===== config.mk =====
export PLATFORM = sky130hd
export DESIGN_NAME = dcache_ctrl_fsm
export DESIGN_NICKNAME = d
export VERILOG_FILES = /design/src/rtl/dcache_pkg.sv /design/src/rtl/dcache_word_merge.sv /design/src/rtl/dcache_ctrl_fsm.sv
export SDC_FILE = /design/constraint.sdc
export NUM_CORES = 1
export LEC_CHECK = 0
export ABC_CLOCK_PERIOD_IN_PS = 14000
export BUFFER_PORTS_ARGS = -buffer_cell sky130_fd_sc_hd__clkbuf_2
export CORE_AREA = 8 8 492 494
export CTS_CLUSTER_SIZE = 30
export DETAILED_ROUTE_END_ITERATION = 7
export DIE_AREA = 0 0 500 502
export PLACE_DENSITY = 0.4
export SKIP_LAST_GASP = 1
export SYNTH_ARGS = -nofsm -noshare
export SYNTH_HDL_FRONTEND = slang
export SYNTH_SLANG_ARGS = --single-unit

===== constraint.sdc =====
create_clock -name clk_i -period 14 [get_ports clk_i]
set_clock_uncertainty 0.1 [all_clocks]
set_input_delay 0.7 -clock clk_i [delete_from_list [all_inputs] [get_ports clk_i]]
set_output_delay 0.7 -clock clk_i [all_outputs]
set_load 0.01 [all_outputs]

===== src/rtl/dcache_pkg.sv =====
// dcache_pkg: shared constants, FSM state type and address field helpers for the dcache controller
package dcache_pkg;
    localparam int TAG_W         = 23;
    localparam int IDX_W         = 4;
    localparam int LINE_W        = 256;
    localparam int OFFSET_W      = 5;
    localparam int WORD_IDX_W    = 3;
    localparam int TAG_VALID_BIT = 24;
    localparam int TAG_DIRTY_BIT = 23;

    typedef enum logic [1:0] {IDLE, WRITEBACK, FILL, FILL_DONE} state_e;

    function automatic logic [TAG_W-1:0] addr_tag(input logic [31:0] addr);
        return TAG_W'(addr >> (IDX_W + OFFSET_W));
    endfunction

    function automatic logic [IDX_W-1:0] addr_idx(input logic [31:0] addr);
        return IDX_W'(addr >> OFFSET_W);
    endfunction

    function automatic logic [WORD_IDX_W-1:0] addr_word(input logic [31:0] addr);
        return WORD_IDX_W'(addr >> 2);
    endfunction
endpackage


===== src/rtl/dcache_word_merge.sv =====
// dcache_word_merge: selects one 32-bit word of a cache line and builds the line with that word replaced
//   line_i     : source line (word 0 = bits [31:0])
//   word_idx_i : word index within the line
//   data_i     : replacement word
//   word_o     : selected word of line_i
//   line_o     : line_i with the selected word replaced by data_i
module dcache_word_merge
    import dcache_pkg::*;
(
    input  logic [LINE_W-1:0]     line_i,
    input  logic [WORD_IDX_W-1:0] word_idx_i,
    input  logic [31:0]           data_i,
    output logic [31:0]           word_o,
    output logic [LINE_W-1:0]     line_o
);
    assign word_o = line_i[{word_idx_i, 5'b0} +: 32];

    for (genvar i = 0; i < LINE_W / 32; i++) begin : g_word
        assign line_o[32*i +: 32] = (word_idx_i == WORD_IDX_W'(i)) ? data_i : line_i[32*i +: 32];
    end
endmodule


===== src/rtl/dcache_ctrl_fsm.sv =====
// dcache_ctrl_fsm: 2-way 16-set dcache controller with hit path, write-back/allocate miss FSM and CPU stall
//   clk_i, rst_i          : clock, synchronous active-high reset
//   cpu_*                 : CPU load/store request, load data and stall
//   sram_*                : tag/data SRAM access (index, tag/line write, hit and victim/hit way read-back)
//   mem_*                 : handshaked off-chip line memory (write-back and fill)
//   hit_cnt_o, miss_cnt_o : performance counters, present only when DCACHE_PERF_CNT_EN is defined
module dcache_ctrl_fsm
    import dcache_pkg::*;
(
    input  logic              clk_i,
    input  logic              rst_i,
    input  logic              cpu_req_i,
    input  logic              cpu_write_i,
    input  logic [31:0]       cpu_addr_i,
    input  logic [31:0]       cpu_data_i,
    output logic [31:0]       cpu_data_o,
    output logic              cpu_stall_o,
    output logic [IDX_W-1:0]  sram_addr_o,
    output logic [24:0]       sram_tag_o,
    output logic [LINE_W-1:0] sram_data_o,
    output logic              sram_enable_o,
    output logic              sram_write_o,
    input  logic [24:0]       sram_tag_i,
    input  logic [LINE_W-1:0] sram_data_i,
    input  logic              sram_hit_i,
    output logic              mem_enable_o,
    output logic              mem_write_o,
    output logic [31:0]       mem_addr_o,
    output logic [LINE_W-1:0] mem_data_o,
    input  logic [LINE_W-1:0] mem_data_i,
    input  logic              mem_ack_i,
    output logic [31:0]       hit_cnt_o,
    output logic [31:0]       miss_cnt_o
);
    state_e              state_q, state_d;
    logic [31:0]         wb_addr_q;
    logic [LINE_W-1:0]   wb_data_q, fill_q, merged;
    logic [TAG_W-1:0]    tag;
    logic [IDX_W-1:0]    idx;
    logic                miss, victim_dirty;

    assign tag           = addr_tag(cpu_addr_i);
    assign idx           = addr_idx(cpu_addr_i);
    assign miss          = cpu_req_i & ~sram_hit_i;
    assign victim_dirty  = sram_tag_i[TAG_VALID_BIT] & sram_tag_i[TAG_DIRTY_BIT];
    assign sram_addr_o   = idx;
    assign sram_enable_o = cpu_req_i;

    dcache_word_merge u_merge (
        .line_i     (sram_data_i),
        .word_idx_i (addr_word(cpu_addr_i)),
        .data_i     (cpu_data_i),
        .word_o     (cpu_data_o),
        .line_o     (merged)
    );

    always_comb begin
        state_d      = state_q;
        cpu_stall_o  = 1'b1;
        sram_write_o = 1'b0;
        sram_data_o  = merged;
        sram_tag_o   = {2'b11, tag};
        mem_enable_o = 1'b0;
        mem_write_o  = 1'b0;
        mem_addr_o   = '0;
        mem_data_o   = '0;
        case (state_q)
            IDLE: begin
                cpu_stall_o  = miss;
                sram_write_o = cpu_req_i & sram_hit_i & cpu_write_i;
                if (miss) state_d = victim_dirty ? WRITEBACK : FILL;
            end
            WRITEBACK: begin
                mem_enable_o = 1'b1;
                mem_write_o  = 1'b1;
                mem_addr_o   = wb_addr_q;
                mem_data_o   = wb_data_q;
                if (mem_ack_i) state_d = FILL;
            end
            FILL: begin
                mem_enable_o = 1'b1;
                mem_addr_o   = {tag, idx, {OFFSET_W{1'b0}}};
                if (mem_ack_i) state_d = FILL_DONE;
            end
            FILL_DONE: begin
                sram_write_o = 1'b1;
                sram_data_o  = fill_q;
                sram_tag_o   = {2'b10, tag};
                state_d      = IDLE;
            end
            default: state_d = IDLE;
        endcase
    end

    always_ff @(posedge clk_i) begin
        if (rst_i) state_q <= IDLE;
        else       state_q <= state_d;
    end

    // Victim is captured on the miss cycle so the write-back stays stable while the SRAM read-back may change.
    always_ff @(posedge clk_i) begin
        if (state_q == IDLE && miss) begin
            wb_addr_q <= {sram_tag_i[TAG_W-1:0], idx, {OFFSET_W{1'b0}}};
            wb_data_q <= sram_data_i;
        end
        if (state_q == FILL && mem_ack_i) fill_q <= mem_data_i;
    end

`ifdef DCACHE_PERF_CNT_EN
    logic [31:0] hit_cnt_q, miss_cnt_q;

    always_ff @(posedge clk_i) begin
        if (rst_i) begin
            hit_cnt_q  <= '0;
            miss_cnt_q <= '0;
        end else begin
            if (state_q == IDLE && cpu_req_i && sram_hit_i) hit_cnt_q <= hit_cnt_q + 32'd1;
            if (state_q == IDLE && miss) miss_cnt_q <= miss_cnt_q + 32'd1;
        end
    end

    assign hit_cnt_o  = hit_cnt_q;
    assign miss_cnt_o = miss_cnt_q;
`else
    assign hit_cnt_o  = '0;
    assign miss_cnt_o = '0;
`endif
endmodule


==> summary.txt, run 1 <==
Worst setup path
  – Cell type group with the largest total delay on the critical path: buffers and inverters
  – WP buf/inv: 4
  – Maximum single-stage delay on the critical path: between 0.7 and 0.8 ns
  – Worst Path Class, Setup: in -> out
  – Arrival time of data at the critical path endpoint: 4.23 ns
  – Setup crit end kind: output port
  – CP max FO: 30
  – Kind of launch point of the worst setup path: input port
  – Most numerous cell on the critical path: buf_4
  – Worst R2R Setup Slack: a little under 10 ns
  – Slowest cell on the critical path: nand3_4
  – Required @ worst endpoint: 13.20 ns
  – Cell Chain, Critical Path: buf_6 > buf_4 > nand3_4 > buf_4 > mux2i_1 > o21ai_0 > clkbuf_2

STA
  – Max Clock Freq: a little under 0.2 GHz
  – Total Negative Setup Slacks: 0 ns
  – Final critical-path required period: just over 5 ns
  – Count of final hold-check violations: 0
  – Final Worst Setup Slack: around 9.0 ns
  – Setup-failing EPs final: 0
  – Measured slew at the worst slew-check pin: approximately 1.1 ns
  – RSZ-0062 raised after global routing: no
  – Final worst path period share: 0.360
  – Pins Over Slew Limit: 0
  – Slew margin rel.: 0.287

Routing
  – Number of search-and-repair iterations in the first detailed-routing pass: 6
  – Total routed wirelength: 213000 um
  – Avg Vias per Cell: 3.62
  – Routed len/inst: roughly 32 um
  – Total number of vias: 24500
  – Count of routing violations after the opening detailed-route iteration: just over 2000
  – Remaining design rule violation count: 0
  – Antenna Violating Nets Remaining: 0

Global routing
  – Antenna violations before repair: 85
  – Grt total ovfl: 0
  – Via count of the first global-routing pass: ~25000
  – Total track usage: 0.161
  – Pin count of the biggest net entering global routing: approximately 160
  – Global-route wire length before repair: ~270000 um

Place
  – Global placer's final weighted congestion: between 0.8 and 0.9
  – Placed Instances: about 6300
  – Pre-CTS WS: about 8.9 ns
  – Number of buffers added on ports: ~1200
  – DPL Wire Length: approximately 170000 um

Logic synthesis
  – Count leader, synth: edfxtp_1
  – Fraction of registers with async set/reset: 0
  – Synth top area share: 0.602
  – Number of instances in the synthesized netlist: between 2000 and 2500
  – Count of flip-flops with a built-in enable after synthesis: approximately 540
  – Yosys Warn Count: 0
  – Sequential-to-total area share from yosys stat: 0.604
  – Ranking of synthesized cells by area: edfxtp_1, mux2i_1, and2_1
  – Top flip-flop cell by instance count after synthesis: edfxtp_1
  – Yosys reg bits: between 500 and 600
  – Mapped Area: ~27000 sq um
  – Most area-hungry cell type in the Yosys netlist: edfxtp_1
  – Top cell types by occurrence after synthesis: edfxtp_1, mux2i_1, nand2_1
  – Library cells used by synthesis: 45
  – Avg Synthesized Cell Area: 12.4 sq um

Cells and area
  – Area growth, synth to finish: 51.8%
  – Final design utilization: 0.174
  – Number of nets in the layout: approximately 4100
  – Non-filler cells in the finished layout: between 6000 and 7000
  – Share of layout cells above drive strength 1: 0.393

Pwr
  – Power consumption: 5.96 mW
  – Worst vdd rail ir drop: around 0.0001 V
  – Power density cells: between 100 and 150 nW/um^2
  – Static leakage: ~17 nW

Die
  – Die span in y: 502 um
  – Core ar.: about 230000 sq um
  – Chip width: ~500 um
  – FP Rows: around 180
  – Die area: about 250000 sq um
  – I/O pin count: between 1000 and 1500
  – Effective utilization at floorplan: 0.115

Clock tree
  – Clock Path Buffers: 3
  – Clock root buffer: clkbuf_16
  – Clock insertion delay at the later pin of the skew report: roughly 0.68 ns
  – Total number of clock tree sinks: ~540
  – TritonCTS clock tree: built
  – Clock transition at the registers of the reported paths: about 0.06 ns
  – # resized after CTS: 0
  – Post-CTS Hold Buffers: roughly 250
  – H-tree depth: 3
  – Post-CTS Repair Setup Buffers: 0
  – Num CTS Buffers: 77

Worst hold path
  – Path category of the worst min-delay check: in -> reg

Flow run
  – Maxcap violations: 0

Outcome
  – Outcome: complete, no violations
[logic make-up after synthesis]
kind of cell    after synthesis  share of synthesized area
simple gates                601                      0.114
flops                       541                      0.604
compound gates              411                     0.0915
mux                         318                      0.123
buf+inv                     291                     0.0651
fa+ha+maj                     5                    0.00233
other cells                   2                   0.000280
[report_power, final]
group / switching [mW] / internal, mW / total (mW) / leakage [nW]
logic: 1.32 / 0.582 / 1.91 / 10.4
clock network: 0.854 / 1.09 / 1.95 / 1.18
registers: 0.0602 / 2.05 / 2.11 / 4.97
[metrics by stage]
stage / hold WS [ns] / cell area (sq um)
finish: 0.116 / 40800
global route: 0.0410 / 40800
CTS: 0.000358 / 40700
detailed placement: 0.466 / 35800
global placement: 0.450 / 35800
floorplan: 0.388 / 27100
[sequential cells by signal (all words and copies together), names as in the netlist]
| name | flops |
|---|---|
| wb_addr_q | 27 |
| state_q | 2 |
| fill_q | 256 |
| wb_data_q | 256 |
[cell usage in the layout, fill, tap and decap left out, types with 64 or more instances in the layout]
cell           Yosys  routed
and2_1           257     256
clkbuf_16          0      78
clkbuf_2           0    1205
conb_1             2      70
dlygate4sd3_1      0     253
edfxtp_1         539     539
mux2i_1          287     287
nand2_1          264     264
o21ai_0          199     199
o21ai_1           64      64
[per-layer routing]
| layer | GRT usage | part of all wire | up-vias |
|---|---|---|---|
| met5 | 0 | 0.0014 | - |
| met4 | 0.0390 | 0.024 | 44 |
| met3 | 0.0679 | 0.11 | 257 |
| met2 | 0.269 | 0.47 | 1444 |
| met1 | 0.191 | 0.40 | 12300 |
| li1 | - | - | 10400 |
[worst paths after layout]
check | from | to | cells past startpoint
worst max register to register | state_q[0] | wb_data_q[240] | 8
worst min register to register | state_q[1] | state_q[1] | 2
worst max-delay path | cpu_addr_i[4] | sram_data_o[242] | 7
worst min-delay path | mem_data_i[100] | fill_q[100] | 1
[final cells by class]
type / count / area, sq um
fillers: 26200 / 193000
well taps: 3150 / 3940
inverters: 3 / 11.3
clock inverters: 44 / 417
multi-input cells: 1405 / 9220
clock buffers: 94 / 2010
diodes: 12 / 30.0
flip-flops and latches: 541 / 16200
repair buffers: 1502 / 8920
Note: power is estimated with default switching activity, not from simulation.
==> run 2: changes to the inputs <==
Settings changed: ABC_AREA set to 1, ABC_CLOCK_PERIOD_IN_PS 14000 to 4900, CORE_AREA 8 8 492 494 to 8 8 496 498, DIE_AREA 0 0 500 502 to 0 0 504 506.
Clock period 14 ns to 4.9 ns, I/O delays scaled along.
==> run 2 against run 1 <==
  * Power grew to 3.0 times the previous value
  * Via count is 31% higher
  * Worst hold slack worse by 0.031 ns
  * Routed wire length is 5.9% higher
  * First-iteration DRC count is 22% higher
  * Largest power group is now the clock network
  * Register-to-register slack worse by 7.9 ns
  * Synthesized cell count is 72% higher
  * Sequential power grew to 2.8 times the previous value
  * Count of clock-buffer cells in the layout is 6 lower
  * Core utilization is 2.2 points higher
  * Area after synthesis is 8.2% higher
==> summary.txt, run 2 <==
Global routing
  – Grt total ovfl: 0
  – Global-route wire length before repair: 299000 um
  – Total track usage: 0.169
  – Antenna violations before repair: 56
  – Via count of the first global-routing pass: about 33000
  – Pin count of the biggest net entering global routing: slightly below 100

Clock tree
  – Clock transition at the registers of the reported paths: roughly 0.050 ns
  – Clock insertion delay at the later pin of the skew report: 0.68 ns
  – Num CTS Buffers: 79
  – Clock root buffer: clkbuf_16
  – Total number of clock tree sinks: roughly 540
  – H-tree depth: 3
  – TritonCTS clock tree: built
  – Clock Path Buffers: 3

Routing
  – Remaining design rule violation count: 0
  – Count of routing violations after the opening detailed-route iteration: about 2500
  – Routed len/inst: 26.1 um
  – Total number of vias: about 32000
  – Number of search-and-repair iterations in the first detailed-routing pass: 5
  – Antenna Violating Nets Remaining: 0
  – Total routed wirelength: approximately 230000 um
  – Avg Vias per Cell: approximately 3.7

Die
  – FP Rows: 180
  – Core ar.: about 240000 sq um
  – Chip width: 504 um
  – Die span in y: slightly above 500 um
  – Die area: between 200000 and 300000 sq um
  – Effective utilization at floorplan: 0.122
  – I/O pin count: ~1300

Logic synthesis
  – Mapped Area: 29100 sq um
  – Sequential-to-total area share from yosys stat: 0.558
  – Top cell types by occurrence after synthesis: nand2_1, inv_1, edfxtp_1
  – Synth top area share: 0.557
  – Avg Synthesized Cell Area: approximately 8 sq um
  – Count of flip-flops with a built-in enable after synthesis: 539
  – Library cells used by synthesis: 19
  – Yosys Warn Count: 0
  – Number of instances in the synthesized netlist: 3726
  – Count leader, synth: nand2_1
  – Most area-hungry cell type in the Yosys netlist: edfxtp_1
  – Ranking of synthesized cells by area: edfxtp_1, nand2_1, inv_1
  – Fraction of registers with async set/reset: 0
  – Top flip-flop cell by instance count after synthesis: edfxtp_1
  – Yosys reg bits: between 500 and 600

STA
  – Pins Over Slew Limit: 0
  – Max Clock Freq: between 0.2 and 0.3 GHz
  – Final Worst Setup Slack: approximately 1.2 ns
  – Measured slew at the worst slew-check pin: 1.06 ns
  – Slew margin rel.: 0.296
  – Count of final hold-check violations: 0
  – Final critical-path required period: 3.65 ns
  – RSZ-0062 raised after global routing: no
  – Setup-failing EPs final: 0
  – Final worst path period share: 0.745
  – Hold WS: 0.0854 ns

Cells and area
  – Number of nets in the layout: approximately 6000
  – Area of the multi-input gates: between 9000 and 10000 sq um
  – Most frequent standard cell in the layout excluding fill and tap cells: nand2_1
  – Count of fill cells added during filler insertion: roughly 27000
  – Area occupied by registers: about 16000 sq um
  – Largest registers: fill_q x256, wb_data_q x256, wb_addr_q x27
  – Share of layout cells above drive strength 1: 0.261
  – Highest-count cells in the layout ignoring fill and taps: nand2_1, clkbuf_2, inv_1, dlygate4sd3_1, edfxtp_1
  – Fin area: 46900 sq um
  – Non-filler cells in the finished layout: 8670
  – Area growth, synth to finish: 61.5%

Place
  – Number of buffers added on ports: about 1200
  – Placement Cell Area: a little under 40000 sq um
  – Pre-CTS WS: 1.59 ns
  – Placed Instances: ~8000
  – Global placer's final weighted congestion: about 0.86
  – DPL Wire Length: approximately 180000 um

Outcome
  – Outcome: complete, no violations

Worst setup path
  – Required @ worst endpoint: 4.55 ns
  – Kind of launch point of the worst setup path: register
  – Setup crit end kind: output port
  – Maximum single-stage delay on the critical path: 0.73 ns
  – Cell Chain, Critical Path: ha_4 > inv_8 > buf_4 > nand3_1 > nand2_1 > clkbuf_2
  – Slowest cell on the critical path: ha_4
  – CP max FO: 69
  – Arrival time of data at the critical path endpoint: around 3.3 ns
  – Worst Path Class, Setup: reg -> out

Pwr
  – Power density cells: a little under 400 nW/um^2
  – Worst vdd rail ir drop: 0.000261 V
  – Power consumption: 18.1 mW
  – Static leakage: about 24 nW

Flow run
  – Maxcap violations: 0

Worst hold path
  – Path category of the worst min-delay check: in -> reg
run 2: cell count changes in the layout (fill, tap and decap cells not counted), sizes merged, moves of 23 or more:
cell / delta
a22oi: -27
and2: -257
buf: +23
dlygate4sd3: +293
inv: +551
mux2: -23
mux2i: -287
nand2: +1762
nand3: +254
nor2b: -31
o21ai: -261
o22ai: -24
run 2: final cells by class:
type	count	area share
clock inverter	57	0.0143
inverter	561	0.0454
antenna	18	0.000960
clock buffer	88	0.0437
sequential	541	0.346
tap	3185	0.0849
timing repair buffer	1819	0.262
multi-input combinational	2401	0.203
run 2: cell families after synthesis:
family | share of synthesized area
adders and majority gates | 0.00215
and+or+nand+nor | 0.308
AOI/OAI and AO/OA | 0.00542
DFF | 0.558
other | 0.000258
buffers and inverters | 0.126
run 2: path summary, 6_finish.rpt:
kind / startpoint / to / slack [ns] / depth (start not counted)
max reg2reg: state_q[1] / state_q[0] / 1.82 / 10
max: state_q[0] / sram_data_o[96] / 1.25 / 6
min: sram_tag_i[23] / state_q[1] / 0.09 / 6
min reg2reg: state_q[1] / state_q[1] / 0.55 / 4
run 2: report_power, final:
group | switching [mW] | internal [mW]
Clock | 2.53 | 3.67
Combinational | 4.17 | 1.77
Sequential | 0.147 | 5.77
Total | 6.85 | 11.2
run 2: layer usage:
layer	part of all wire	vias up	wire [um]	global-route usage
met2	0.45	1733	102000	0.275
met1	0.42	15300	96000	0.211
met4	0.040	16	9100	0.0607
met3	0.084	328	18900	0.0521
met5	0.00042	-	96	0
li1	-	14600	-	-
run 2: timing repair:
action	4_1_cts	5_1_grt
hold buffers	546	0
resized for setup	0	0
endpoints found under the hold margin	551	0
setup buffers	0	0
run 2: through the flow:
stage / TNS, ns / util
floorplan: -129.21 / -
global placement: 0 / 0.162
detailed placement: 0 / 0.162
CTS: 0 / 0.196
global route: 0 / 0.197
finish: 0 / 0.197
run 2: worst max-delay path: cells and delay by family, from the launching register on:
| kind | cells | cell delay (ns) |
|---|---|---|
| buf+inv | 3 | 1.03 |
| simple gates | 2 | 0.37 |
| flops | 1 | 0.39 |
| fa+ha+maj | 1 | 0.73 |
